## config.mk

```make
export PLATFORM = sky130hd
export DESIGN_NAME = dc_motor_pwm_gen
export DESIGN_NICKNAME = d
export VERILOG_FILES = /design/src/rtl/dc_motor_pwm_gen.sv
export SDC_FILE = /design/constraint.sdc
export NUM_CORES = 1
export LEC_CHECK = 0
export ABC_AREA = 1
export BUFFER_PORTS_ARGS = -buffer_cell sky130_fd_sc_hd__buf_2
export CORE_MARGIN = 2
export CORE_UTILIZATION = 54
export CTS_BUF_LIST = sky130_fd_sc_hd__clkbuf_16
export CTS_CLUSTER_DIAMETER = 40
export DETAILED_ROUTE_END_ITERATION = 10
export PLACE_DENSITY = 0.73
export SLEW_MARGIN = 30
export SYNTH_ARGS = -nofsm -noshare
export SYNTH_HDL_FRONTEND = slang
export SYNTH_SLANG_ARGS = --single-unit
```

## constraint.sdc

```tcl
create_clock -name clock -period 6.15 [get_ports clock]
set_input_delay 0.615 -clock clock [delete_from_list [all_inputs] [get_ports clock]]
set_output_delay 0.615 -clock clock [all_outputs]
set_load 0.02 [all_outputs]
```

## src/rtl/dc_motor_pwm_gen.sv

```systemverilog
// PWM source for the DC motor H-bridge driver: prescaled timebase, period-aligned
// duty updates and a soft-start / soft-stop ramp controller.
module dc_motor_pwm_gen #(
    parameter int PRESCALE     = 50,
    parameter int RAMP_STEP    = 1,
    parameter int RAMP_PERIODS = 4
) (
    input  logic       clock,
    input  logic       reset,
    input  logic       start,
    input  logic       stop,
    input  logic [7:0] duty_cmd,
    output logic       pulse,
    output logic       motor_off,
    output logic [7:0] duty_cur,
    output logic       period_end,
    output logic [1:0] state
);

    typedef enum logic [1:0] {
        IDLE     = 2'd0,
        RAMP     = 2'd1,
        RUN      = 2'd2,
        STOPPING = 2'd3
    } state_t;

    localparam int PW = (PRESCALE > 1) ? $clog2(PRESCALE) : 1;
    localparam int RW = (RAMP_PERIODS > 1) ? $clog2(RAMP_PERIODS) : 1;
    localparam logic [PW-1:0] PRE_LAST = PW'(PRESCALE - 1);
    localparam logic [RW-1:0] RCNT_LAST = RW'(RAMP_PERIODS - 1);
    localparam logic signed [8:0] STEP = 9'(RAMP_STEP);

    state_t st, st_next;

    logic [PW-1:0]      pre;
    logic [7:0]         cnt, cnt_next;
    logic [7:0]         target, target_next;
    logic [7:0]         duty_act, duty_act_next;
    logic [7:0]         duty_cur_next;
    logic [RW-1:0]      rcnt, rcnt_next;
    logic               tick;
    logic               step_en;
    logic               motor_off_next;
    logic signed [8:0]  diff;

    assign state = st;

    assign tick       = (pre == PRE_LAST);
    assign period_end = tick && (cnt == 8'hFF);
    assign cnt_next   = tick ? cnt + 8'd1 : cnt;
    assign step_en    = period_end && (rcnt == RCNT_LAST);

    // Both operands are zero-extended so the distance is exact in 9-bit signed.
    assign diff = $signed({1'b0, target}) - $signed({1'b0, duty_cur});

    always_comb begin
        duty_cur_next = duty_cur;
        if (step_en) begin
            if (diff > STEP)
                duty_cur_next = duty_cur + STEP[7:0];
            else if (diff < -STEP)
                duty_cur_next = duty_cur - STEP[7:0];
            else
                duty_cur_next = target;
        end
    end

    always_comb begin
        st_next        = st;
        motor_off_next = motor_off;
        rcnt_next      = rcnt;
        if (period_end)
            rcnt_next = (rcnt == RCNT_LAST) ? '0 : rcnt + RW'(1);
        case (st)
            IDLE: begin
                if (!stop && start && (duty_cmd != 8'd0)) begin
                    st_next        = RAMP;
                    rcnt_next      = '0;
                    motor_off_next = 1'b0;
                end
            end
            RAMP: begin
                if (stop)
                    st_next = STOPPING;
                else if (duty_cur == target)
                    st_next = RUN;
            end
            RUN: begin
                if (stop)
                    st_next = STOPPING;
                else if (duty_cmd != duty_cur)
                    st_next = RAMP;
            end
            STOPPING: begin
                // Leave on the very edge the ramp lands on zero.
                if (period_end && (duty_cur_next == 8'd0)) begin
                    st_next        = IDLE;
                    motor_off_next = 1'b1;
                end
            end
            default: st_next = IDLE;
        endcase
    end

    assign target_next   = ((st_next == RAMP) || (st_next == RUN)) ? duty_cmd : 8'd0;
    assign duty_act_next = period_end ? duty_cur_next : duty_act;

    always_ff @(posedge clock or negedge reset) begin
        if (!reset) begin
            pre       <= '0;
            cnt       <= 8'd0;
            rcnt      <= '0;
            st        <= IDLE;
            motor_off <= 1'b1;
            target    <= 8'd0;
            duty_cur  <= 8'd0;
            duty_act  <= 8'd0;
            pulse     <= 1'b0;
        end else begin
            pre       <= tick ? '0 : pre + PW'(1);
            cnt       <= cnt_next;
            rcnt      <= rcnt_next;
            st        <= st_next;
            motor_off <= motor_off_next;
            target    <= target_next;
            duty_cur  <= duty_cur_next;
            duty_act  <= duty_act_next;
            pulse     <= (cnt_next < duty_act_next) && !motor_off_next;
        end
    end

endmodule

```

==> run summary <==
## STA
- no — unrepaired setup endpoints after global routing
- 0 — Slew Viols, Final
- 267 MHz — timing-limited maximum frequency
- 3.74 ns — time the worst path needs with I/O delays and setup
- 0.00243 ns — clock tree skew after final layout
- 2.41 ns — final worst slack
- 0 — setup violators final
- 0.637 ns — transition time at the pin with the least slew margin
- 57.1% — worst slew margin relative to its limit
- 0 — Final Hold Viols
- 0.335 ns — WHS
- 0 ns — setup_tns
- 60.8% — Final Cycle Share

## Synth
- 44 — number of synthesized register bits
- dfrtp_1 — prevailing post-synth register cell
- 100% — share of flip-flops with an asynchronous set or reset after synthesis
- 7.04 um^2 — average cell area after synthesis
- 30.4% — proportion of netlist area held by the largest area contributor
- dfrtp_1 — top cell type by total area after synthesis
- 541 — Synth Net Count
- 0 — number of enable flip-flop cells after synthesis
- dfrtp_1 30%, nand2_1 13%, ha_1 9.6% — leading post-synthesis cells by cell area
- 0.00354 mm^2 — Post-Syn Area
- 0 — Synth Warn #
- 40 — number of distinct standard cells referenced by the synthesized netlist
- 502 — cell count after synthesis
- nand2_1 — library cell with the highest instance count after synthesis
- 122 x nand2_1, 90 x inv_1, 44 x nand3_1 — top cell types by occurrence after synthesis
- 31.2% — part of the Yosys area used for sequential elements

## Floorplan
- 25 — top-level port count
- 84.9 um — chip height
- 0.00635 mm^2 — core area
- 0.00721 mm^2 — die area
- 55.7% — starting density of the core
- 29 — number of standard-cell rows in the floorplan
- 84.9 um — Die W

## GRT
- 24.1% — overall routing resource usage
- 45 — pin count of the biggest net entering global routing
- 0 — remaining global-route overflow
- 0 — initial antenna violation count
- 14100 um — global-route wire length before repair
- 3067 — number of global-route vias before repair

## Power
- 2.21 nW — leakage power of the design
- 0.00136 W — sum of internal, switching and leakage power
- 350 mW/mm^2 — Power Density
- 0.392 mV — worst IR drop on VDD

## Route
- 8280 um — final routed wirelength across all metal layers
- 0 — count of unresolved DRC violations after routing
- 5 — number of detailed-routing iterations run before antenna repair
- 0 — number of antenna-violating nets in the routed design
- 13.6 um — Avg WL per Cell
- 3196 — total number of vias
- 5.27 — via density per instance
- 247 — initial detailed-routing violation count

## Setup path
- 9 — largest driver fanout on the critical path
- 6.36 ns — WP data required
- 0.52 ns — Critical Path Max Stage Delay
- reg2reg — Setup Crit Path Kind
- flop — critical path capture point type
- inv_1 > ha_1 > nand2_1 > nand2_1 > a21oi_1 > nand2_1 > nand2_1 > nand2_1 > nor2_2 > nand2_4 > nand2_4 > nand2_2 > nor2_2 > nor2_2 > nor2_4 > inv_1 > nand2_1 > o21ai_0 > ha_1 > a21oi_1 > nor2_1 > a211oi_1 > nand3_1 > nor2_1 — cells along the critical path
- flop — CP Launch Type
- dfrtp_1 — CP max-delay cell
- 3.95 ns — arrival time at the worst endpoint
- nand2_1 — crit-path most repeated cell

## Clock tree
- 5 — total CTS buffers
- 2 — total number of H-tree levels
- 0 — buffers inserted during post-CTS setup optimization
- 0.28 ns — insertion delay to the later sink of the worst-skew pair
- 0 — cells resized by post-CTS repair
- 0.06 ns — CTS clk-pin slew, worst paths
- clkbuf_16 — Root Driver
- yes — TritonCTS clock tree
- 44 — TritonCTS sink count
- 2 — maximum buffer depth of the clock tree
- 0 — hold buffer count at CTS

## Final layout
- 0 — antenna diode count
- 16.0% — share of post-route cells with drive strength above 1
- 9.66% — synthesis-to-layout area growth
- 568 — number of nets in the final layout

## Hold path
- in2async — type of the tightest min-delay check

## Run
- 0 — max-cap check violation count

## Placed design
- 1.05 — weighted congestion reported at the end of routability-driven placement
- 6480 um — post-detail-place hpwl
- 24 — count of port buffers added during placement
- 2.54 ns — pre-CTS setup slack

## Outcome
- finished clean — result of the run

## path summary, 6_finish.rpt
| path | endpoint | slack (ns) | startpoint | depth (start not counted) |
|---|---|---|---|---|
| setup / recovery | pulse | 2.41 | duty_cur[4] | 24 |
| setup reg to reg | pulse | 2.41 | duty_cur[4] | 24 |
| min in group clock | pre[0] | 0.49 | pre[0] | 1 |
| hold reg to reg | pre[0] | 0.49 | pre[0] | 1 |
| max in group asynchronous | duty_cur[3] | 5.42 | reset | 1 |
| hold / removal | cnt[5] | 0.33 | reset | 1 |
## sequential cells by signal (all words and copies together) (netlist names)
signal,cells
duty_cur,8
duty_act,8
motor_off,1
pulse,1
cnt,8
state,2
target,8
pre,6
rcnt,2
## layer usage
layer	part of all wire, %	global-route usage, %	wire length [um]
met4	1.5	5.77	121
met1	48	33.3	3960
met5	0	0	0
met2	45	38.6	3700
met3	6.0	5.74	494
## metrics by stage
| step | utilization, % | instances | area, um^2 |
|---|---|---|---|
| CTS | 61.1 | 607 | 3880 |
| finish | 61.1 | 607 | 3880 |
| detailed placement | 58.9 | 599 | 3740 |
| global route | 61.1 | 607 | 3880 |
| global placement | 58.8 | 599 | 3730 |
| floorplan | - | 502 | 3540 |
## cells in the final DEF, fill, tap and decap left out, drive strengths merged, types with 3 or more instances in the layout
master  count
nand2     138
inv        97
nor2       56
nand3      48
dfrtp      43
ha         27
buf        24
o21ai      14
xor2       13
a21oi      13
nand4      12
nor3        9
nand3b      5
clkbuf      5
clkinv      5
nor4        4
xnor2       3
## worst max-delay path: cells and delay by family, from the launching register on
family	cells	cell delay, ns
simple gates	16	1.48
flops	1	0.52
compound gates	4	0.64
fa+ha+maj	2	0.76
buf+inv	2	0.27
## layout make-up
type / instances / area (um^2)
Fill cell: 604 / 2470
Multi-Input combinational cell: 354 / 2040
Sequential cell: 44 / 1100
Inverter: 100 / 377
Clock buffer: 5 / 125
Timing Repair Buffer: 24 / 123
Tap cell: 77 / 96.3
Clock inverter: 3 / 15.0
## cells by family after synthesis
kind of cell / after synthesis / synth area share (%)
simple gates: 277 / 38.6
xor+xnor: 16 / 3.96
compound gates: 34 / 5.52
buf+inv: 104 / 11.1
fa+ha+maj: 27 / 9.55
flops: 44 / 31.2
## where the power goes
group / leakage (nW) / internal [W] / switching [W] / total [W]
Combinational: 1.56 / 0.000245 / 0.000512 / 0.000757
Clock: 0.0687 / 0.000147 / 0.000105 / 0.000253
Sequential: 0.583 / 0.000321 / 0.0000274 / 0.000349
Note: power is estimated with default switching activity, not from simulation.
